## config.mk

```make
export PLATFORM = sky130hd
export DESIGN_NAME = an_encoder_seq
export DESIGN_NICKNAME = d
export VERILOG_FILES = /design/src/rtl/an_encoder_seq.sv
export SDC_FILE = /design/constraint.sdc
export NUM_CORES = 1
export LEC_CHECK = 0
export ABC_AREA = 1
export CORE_MARGIN = 2
export CORE_UTILIZATION = 55
export CTS_CLUSTER_DIAMETER = 120
export DETAILED_ROUTE_END_ITERATION = 12
export PLACE_DENSITY_LB_ADDON = 0.25
export SLEW_MARGIN = 20
export SYNTH_ARGS = -nofsm -noshare
export SYNTH_HDL_FRONTEND = slang
export SYNTH_SLANG_ARGS = --single-unit
```

## constraint.sdc

```tcl
create_clock -name clk -period 4.2 [get_ports clk]
set_input_delay 0.63 -clock clk [delete_from_list [all_inputs] [get_ports clk]]
set_output_delay 0.63 -clock clk [all_outputs]
set_load 0.01 [all_outputs]
```

## src/rtl/an_encoder_seq.sv

```systemverilog
// AN-code encoder: serial shift-add multiply of in_data by A, optional +/-2^pos error.
// Ports: clk, rst_n, in_valid/in_ready/in_data, inj_en/inj_sub/inj_pos, out_valid/out_ready/out_code/out_clean.
module an_encoder_seq #(
  parameter int A = 19,
  parameter int N = 4,
  parameter int W = 9
) (
  input  logic         clk,
  input  logic         rst_n,
  input  logic         in_valid,
  output logic         in_ready,
  input  logic [N-1:0] in_data,
  input  logic         inj_en,
  input  logic         inj_sub,
  input  logic [3:0]   inj_pos,
  output logic         out_valid,
  input  logic         out_ready,
  output logic [W-1:0] out_code,
  output logic [W-1:0] out_clean
);

  typedef enum logic [1:0] {
    IDLE,
    MUL,
    DONE
  } state_t;

  localparam int CW = (N > 1) ? $clog2(N) : 1;
  localparam logic [W-1:0] AW = W'(A);
  localparam logic [W-1:0] ONE = W'(1);
  localparam logic [CW-1:0] LAST = CW'(N - 1);

  state_t state_q, state_d;
  logic [W-1:0] acc_q, acc_d;
  logic [CW-1:0] cnt_q, cnt_d;
  logic [N-1:0] data_q, data_d;
  logic inj_en_q, inj_en_d;
  logic inj_sub_q, inj_sub_d;
  logic [3:0] inj_pos_q, inj_pos_d;
  logic [W-1:0] code_q, code_d;
  logic [W-1:0] clean_q, clean_d;

  logic [W-1:0] add;
  logic [W-1:0] sum;
  logic [W-1:0] err;
  logic [W-1:0] inj_val;
  logic pos_ok;

  assign add = data_q[cnt_q] ? (AW << cnt_q) : '0;
  assign sum = acc_q + add;
  // Error positions past the codeword width are dropped.
  assign pos_ok = 32'(inj_pos_q) < W;
  assign err = pos_ok ? (ONE << inj_pos_q) : '0;
  assign inj_val = !inj_en_q ? sum :
                   inj_sub_q ? sum - err : sum + err;

  always_ff @(posedge clk or negedge rst_n) begin
    if (!rst_n) begin
      state_q   <= IDLE;
      acc_q     <= '0;
      cnt_q     <= '0;
      data_q    <= '0;
      inj_en_q  <= 1'b0;
      inj_sub_q <= 1'b0;
      inj_pos_q <= '0;
      code_q    <= '0;
      clean_q   <= '0;
    end else begin
      state_q   <= state_d;
      acc_q     <= acc_d;
      cnt_q     <= cnt_d;
      data_q    <= data_d;
      inj_en_q  <= inj_en_d;
      inj_sub_q <= inj_sub_d;
      inj_pos_q <= inj_pos_d;
      code_q    <= code_d;
      clean_q   <= clean_d;
    end
  end

  always_comb begin
    state_d   = state_q;
    acc_d     = acc_q;
    cnt_d     = cnt_q;
    data_d    = data_q;
    inj_en_d  = inj_en_q;
    inj_sub_d = inj_sub_q;
    inj_pos_d = inj_pos_q;
    code_d    = code_q;
    clean_d   = clean_q;
    unique case (state_q)
      IDLE: begin
        if (in_valid) begin
          data_d    = in_data;
          inj_en_d  = inj_en;
          inj_sub_d = inj_sub;
          inj_pos_d = inj_pos;
          acc_d     = '0;
          cnt_d     = '0;
          state_d   = MUL;
        end
      end
      MUL: begin
        acc_d = sum;
        cnt_d = cnt_q + CW'(1);
        if (cnt_q == LAST) begin
          clean_d = sum;
          code_d  = inj_val;
          state_d = DONE;
        end
      end
      DONE: begin
        if (out_ready) state_d = IDLE;
      end
      default: state_d = IDLE;
    endcase
  end

  assign in_ready  = (state_q == IDLE);
  assign out_valid = (state_q == DONE);
  assign out_code  = code_q;
  assign out_clean = clean_q;

endmodule

```

==> results of run 1 <==
==> worst min path at each step <==
stage	slack (ps)	cells after the start	start	to
final	450	1	rst_n	acc_q[4]
after detailed placement	470	2	out_clean[7]	out_clean[7]
after CTS	490	1	rst_n	out_clean[3]
after global placement	460	2	acc_q[2]	acc_q[2]
after global routing	510	2	out_clean[7]	out_clean[7]
after floorplan	330	0	rst_n	acc_q[0]
==> placed cells by master, fill, tap and decap left out, types with 7 or more instances in the layout <==
cell type / netlist / layout
nand2_1: 93 / 93
nor2_1: 31 / 31
ha_1: 21 / 21
o21ai_0: 23 / 23
clkdlybuf4s50_1: 0 / 32
nand3_1: 22 / 22
dfrtp_1: 41 / 41
inv_1: 48 / 48
a21oi_1: 19 / 19
xor2_1: 7 / 7
==> registers in the layout, summed over array words and instances (netlist names) <==
register   flops
data_q         4
inj_pos_q      4
inj_sub_q      1
cnt_q          2
inj_en_q       1
state_q        2
out_clean      9
acc_q          9
out_code       9
==> logic make-up (layout without fill, tap and decap cells) <==
| logic type | count (synthesis) | count (layout) |
|---|---|---|
| DFF | 41 | 41 |
| and+or+nand+nor | 158 | 158 |
| muxes | 4 | 4 |
| buffers and inverters | 56 | 92 |
| xor gates and xnor gates | 10 | 10 |
| AOI/OAI and AO/OA | 59 | 59 |
| adders and majority gates | 23 | 23 |
==> cell usage after synthesis (all sizes together) <==
cell	count
mux2	4
buf	5
a21oi	19
nand2	94
nand3b	1
o21bai	1
o21ai	27
ha	21
o211ai	3
nand4	6
inv	51
o21a	1
xor2	7
nor2	33
a21o	1
o2111ai	1
fa	2
nor3	2
a22o	2
o22ai	3
dfrtp	41
xnor2	3
o31ai	1
nand3	22
==> stage by stage <==
stage                     hold slack, ps    util  area [um2]
final                              445.2  0.6747        3187
after detailed placement           465.9  0.6503        3072
after global placement             461.5  0.6503        3072
after CTS                          486.1  0.6747        3187
after global routing               506.6  0.6747        3187
after floorplan                    334.4       -        2700
==> per-layer routing <==
layer / global-route usage / part of all wire / vias up
met2: 0.3919 / 0.46 / 66
met1: 0.3376 / 0.49 / 1048
met4: 0.04848 / 0.0082 / 0
met3: 0.02981 / 0.049 / 4
li1: - / - / 1218
met5: 0 / 0 / -
==> critical path, delay by kind of cell (launching register included) <==
kind / cells / cell delay [ps]
AOI/OAI and AO/OA: 3 / 430
buffers and inverters: 5 / 440
and+or+nand+nor: 11 / 940
DFF: 1 / 410
adders and majority gates: 3 / 1000
xor gates and xnor gates: 1 / 290
==> area by class of cell <==
class,count,area (um2)
multi-input combinational,254,1443
clock buffer,5,68.82
sequential,41,1026
tap,67,83.83
inverter,51,193.9
clock inverter,3,46.29
fill,408,1536
timing repair buffer,33,325.3
==> results_dict.tcl, run 1 <==
set metrics [dict create \
    status "finished clean" \
    cts_resized 0 \
    layout_min_cycle_time_ps 3625 \
    antenna_found_initial 0 \
    antenna_cells 0 \
    grt_usage 0.2373 \
    start_util 0.5717 \
    finalMaxSlewViolations 0 \
    rr_worst_depth 23 \
    drt-pass1-iter-count 4 \
    post-route-period-util 0.8631 \
    avgSynthCellArea_um2 7.693 \
    rows 25 \
    synth_nets 388 \
    grt-ovfl-total 0 \
    crit_path_end "out_code[8]" \
    synth_warnings 0 \
    clock_latency_ps 290 \
    crit_path_top_delay_cell "dfrtp_1" \
    endpoint_kind "flip-flop" \
    fin_cells 454 \
    path_clk_slew_ps 90 \
    syn_area_um2 2700 \
    routed_wl_mm 5.861 \
    cts_tree "done" \
    slew_headroom 0.4126 \
    drtIter0Drc 159 \
    synthMuxAreaShare 0.01668 \
    critPathRequiredTime_ps 4380 \
    drv_cap 0 \
    viasPerCell 5.145 \
    cts_setup_buffers 0 \
    tightest_slew_ps 881.1 \
    synthAdderAreaFrac 0.1121 \
    cp_max_fo 6 \
    timing.rr.start "cnt_q[0]" \
    grt_pass1_vias 2106 \
    clock_skew_ps 7.835 \
    core_um2 4723 \
    worstSetupPathType "flip-flop to flip-flop" \
    hold_path_class "input port to asynchronous set/reset pin" \
    cpPeakStageDelay_ps 410 \
    area_growth_pct 18.03 \
    htree_levels 2 \
    synth_xor_area_frac 0.03244 \
    io_buffers 33 \
    fin_ws_ps 575.0 \
    numCtsBuffers 5 \
    grt_pass1_wl_mm 10.06 \
    synth_top_family_by_area "simple AND/OR/NAND/NOR gates" \
    dp_hpwl_mm 4.562 \
    grt_max_degree 42 \
    syn-instance-count 351 \
    pre_cts_ws_ps 605.3 \
    seq_area_frac_synth 0.3800 \
    place_inst 446 \
    drive_gt1_frac 0.05685 \
    routabilityCongestion 0.9311 \
    setup_tns_ps 0 \
    cts_buffer_depth 2 \
    via_count 2336 \
    setup_viol 0 \
    path_cells "inv_1 > nor2_1 > o22ai_1 > inv_1 > nor2_1 > ha_1 > fa_1 > nand3_1 > nand3_1 > a21oi_1 > xor2_1 > inv_1 > ha_1 > nand2_1 > inv_1 > nand2_1 > nand2_1 > a21oi_1 > inv_1 > nand2_1 > nand3_1 > nand2_1 > nand3_1" \
    r2r_end "out_code[8]" \
    synth_top_area_frac 0.3800 \
    hold_viol 0 \
    synth.distinct_cells 32 \
    dieWidth_um 74.07 \
    critPathArrivalTime_ps 3800 \
    num_io_pins 34 \
    routedWlPerCell_um 12.91 \
    die_area_um2 5486 \
    startpoint_type "flip-flop" \
    rsz0062_at_grt "false" \
    die_h_um 74.07 \
    cts_hold_buf 0 \
    postSynthRegisterBits 41 \
    max_freq_ghz 0.2759 \
    synth.area.top_cells "dfrtp_1 (38%), nand2_1 (13%), ha_1 (9.7%)" \
    synth_compound_area_frac 0.1256 \
    cts.sinks 41 \
    rrSetupSlack_ps 580 \
    yosys.area.top_type "dfrtp_1" \
    synth-simple-area-share 0.2475 \
    drc 0 \
    nNetsFinal 423 \
    cts_root_buf "clkbuf_8" \
    postRouteAntennaNets 0 \
    startpoint "cnt_q[0]" \
]
Power of run 1 is left out: the tool's default activity adds up to more than one toggle a clock period on the data nets, which glitch-free logic cannot reach.
==> inputs of run 2 (changes only) <==
Settings changed: CTS_CLUSTER_SIZE from default to 14.
==> results of run 2 <==
Final layout, timing and power as in run 1 (identical DEF).
Power of run 2 is left out for the same reason.
==> inputs of run 3 (changes only) <==
Settings changed: ABC_AREA 1 to default, SETUP_SLACK_MARGIN from default to 0.02.
==> run 3 against run 2 <==
Against the previous run:
- via count decreased by 7.6%
- register-to-register slack worse by 500 ps
- synthesized area down 3.8%
- final area about the same
- synthesized cell count down 21%
- largest cell class unchanged
- global-route usage decreased by 0.56 points
- worst hold slack worse by 4.9 ps
- critical path depth is 7 lower
- utilization increased by 4.3 points
- first-iteration DRC count shrank 7.5%
- cell count fell by 18%
- critical endpoint is now out_code[7]
- flip-flop and latch count is the same
==> results_dict.tcl, run 3 <==
set metrics [dict create \
    status "finished clean" \
    seq_area_frac_synth 0.3952 \
    synth.area.top_cells "dfrtp_1 (40%), ha_1 (10%), mux2_2 (5.6%)" \
    met1_length_mm 2.543 \
    max_freq_ghz 0.2424 \
    postSynthRegisterBits 41 \
    rr_worst_depth 16 \
    route.met3.wl_um 363 \
    dieWidth_um 72.71 \
    post-synth-top-count-cell "dfrtp_1" \
    endpoint_kind "flip-flop" \
    critPathRequiredTime_ps 4400 \
    dp_hpwl_mm 4.018 \
    cts_tree "done" \
    start_util 0.5842 \
    synth_warnings 0 \
    crit_buf_inv 1 \
    startpoint "cnt_q[0]" \
    core_um2 4444 \
    drtIter0Drc 147 \
    final_common_cell "dfrtp_1" \
    yosys-top-cells-count "dfrtp_1 (41), nand2_1 (34), ha_1 (21), o21ai_0 (21), nor2_1 (20)" \
    multiInputGateArea_um2 1486 \
    worst_hold_slack_ps 440.3 \
    antenna_cells 0 \
    cts_root_buf "clkbuf_8" \
    syn-instance-count 278 \
    clock_latency_ps 310 \
    crit_cells 16 \
    hold_viol 0 \
    num_io_pins 34 \
    ys.flop_type "dfrtp_1" \
    routabilityCongestion 0.8498 \
    cts_buffer_depth 2 \
    drive_gt1_frac 0.1438 \
    crit_path_end "out_code[7]" \
    synth_nets 315 \
    drt-pass1-iter-count 5 \
    setup_viol 0 \
    slew_headroom 0.4080 \
    fin_ws_ps 74.91 \
    tightest_slew_ps 888.1 \
    cp_top_family "compound AO/OA/AOI/OAI gates" \
    setup_tns_ps 0 \
    nNetsFinal 356 \
    grt_pass1_wl_mm 9.197 \
    synth_top_area_frac 0.3952 \
    regArea_um2 1026 \
    routedWlPerCell_um 15.25 \
    crit_path_top_delay_cell "dfrtp_1" \
    viasPerCell 5.804 \
    cp_max_fo 5 \
    grt_pass1_vias 1963 \
    clock_skew_ps 6.939 \
    path_cells "mux2i_1 > nor2_1 > or2_4 > and2_4 > ha_2 > fa_2 > a21o_1 > a221o_1 > nor2_1 > xor2_1 > inv_1 > ha_4 > or3_1 > a311o_1 > a311o_1 > a21o_1" \
    numCtsBuffers 5 \
    startpoint_type "flip-flop" \
    final_cell_mix "dfrtp_1 (41), nand2_1 (33), clkdlybuf4s50_1 (32)" \
    postRouteAntennaNets 0 \
    pre_cts_ws_ps 21.64 \
    finalMaxSlewViolations 0 \
    drv_cap 0 \
    die_area_um2 5286 \
    layout_min_cycle_time_ps 4125 \
    fill_cells 348 \
    timing.rr.start "cnt_q[0]" \
    syn_area_um2 2596 \
    cpPeakStageDelay_ps 420 \
    grt_usage 0.2317 \
    routed.top_layer "met4" \
    path_clk_slew_ps 80 \
    rows 24 \
    yosys.area.top_type "dfrtp_1" \
    grt-ovfl-total 0 \
    grt_max_degree 42 \
    avgSynthCellArea_um2 9.339 \
    io_buffers 33 \
    via_count 2159 \
    synth-async-reset-ratio 1.000 \
    antenna_found_initial 0 \
    synth-edff-count 0 \
    critPathArrivalTime_ps 4320 \
    final_util 0.7173 \
    r2r_end "out_code[7]" \
    wl_met2_mm 2.662 \
    die_h_um 72.71 \
    rrSetupSlack_ps 70 \
    htree_levels 2 \
    drc 0 \
    synth.distinct_cells 44 \
    routed_wl_mm 5.672 \
    area_growth_pct 22.80 \
    worstSetupPathType "flip-flop to flip-flop" \
    post-route-period-util 0.9822 \
    hold_path_class "input port to asynchronous set/reset pin" \
    cts.sinks 41 \
]
## run 3: cell families (layout without fill, tap and decap cells)
| group | after synthesis | after routing | share of synthesized area |
|---|---|---|---|
| compound gates | 65 | 65 | 0.1614 |
| xor+xnor | 15 | 15 | 0.05350 |
| fa+ha+maj | 23 | 23 | 0.1166 |
| buf+inv | 29 | 71 | 0.04289 |
| flops | 41 | 41 | 0.3952 |
| mux | 17 | 17 | 0.07181 |
| simple gates | 88 | 88 | 0.1586 |
## run 3: per-stage QoR
stage / instances / cell area, um2
after global routing: 372 / 3188
after floorplan: 278 / 2596
after CTS: 365 / 3110
after global placement: 356 / 2980
final: 372 / 3188
after detailed placement: 356 / 2980
## run 3: how the worst min path moves through the flow
| stage | start | slack, ps | to | cells after the start |
|---|---|---|---|---|
| after floorplan | rst_n | 330 | acc_q[0] | 0 |
| after global placement | out_code[2] | 460 | out_code[2] | 2 |
| after detailed placement | out_clean[5] | 470 | out_clean[5] | 2 |
| after CTS | rst_n | 470 | out_clean[0] | 1 |
| after global routing | out_clean[5] | 500 | out_clean[5] | 2 |
| final | rst_n | 440 | out_clean[0] | 1 |
## run 3: final cells by class
cell class,count,share of cell area
timing repair buffer,47,0.1350
clock inverter,2,0.01177
inverter,16,0.01884
sequential,41,0.3218
multi-input combinational,208,0.4662
clock buffer,6,0.02590
tap,52,0.02041
## run 3: layer usage
layer,vias to the layer above,track usage
met5,-,0
met4,0,0.09465
met3,15,0.04972
met2,87,0.3778
met1,999,0.3003
li1,1058,-
## run 3: what timing repair did
action                                  4_1_cts  5_1_grt
endpoints found under the setup margin        2        3
hold buffers                                  0        0
gates resized for setup                       1        5
setup buffers                                 1        7
pin swaps                                     0       14
Power of run 3 is left out for the same reason.
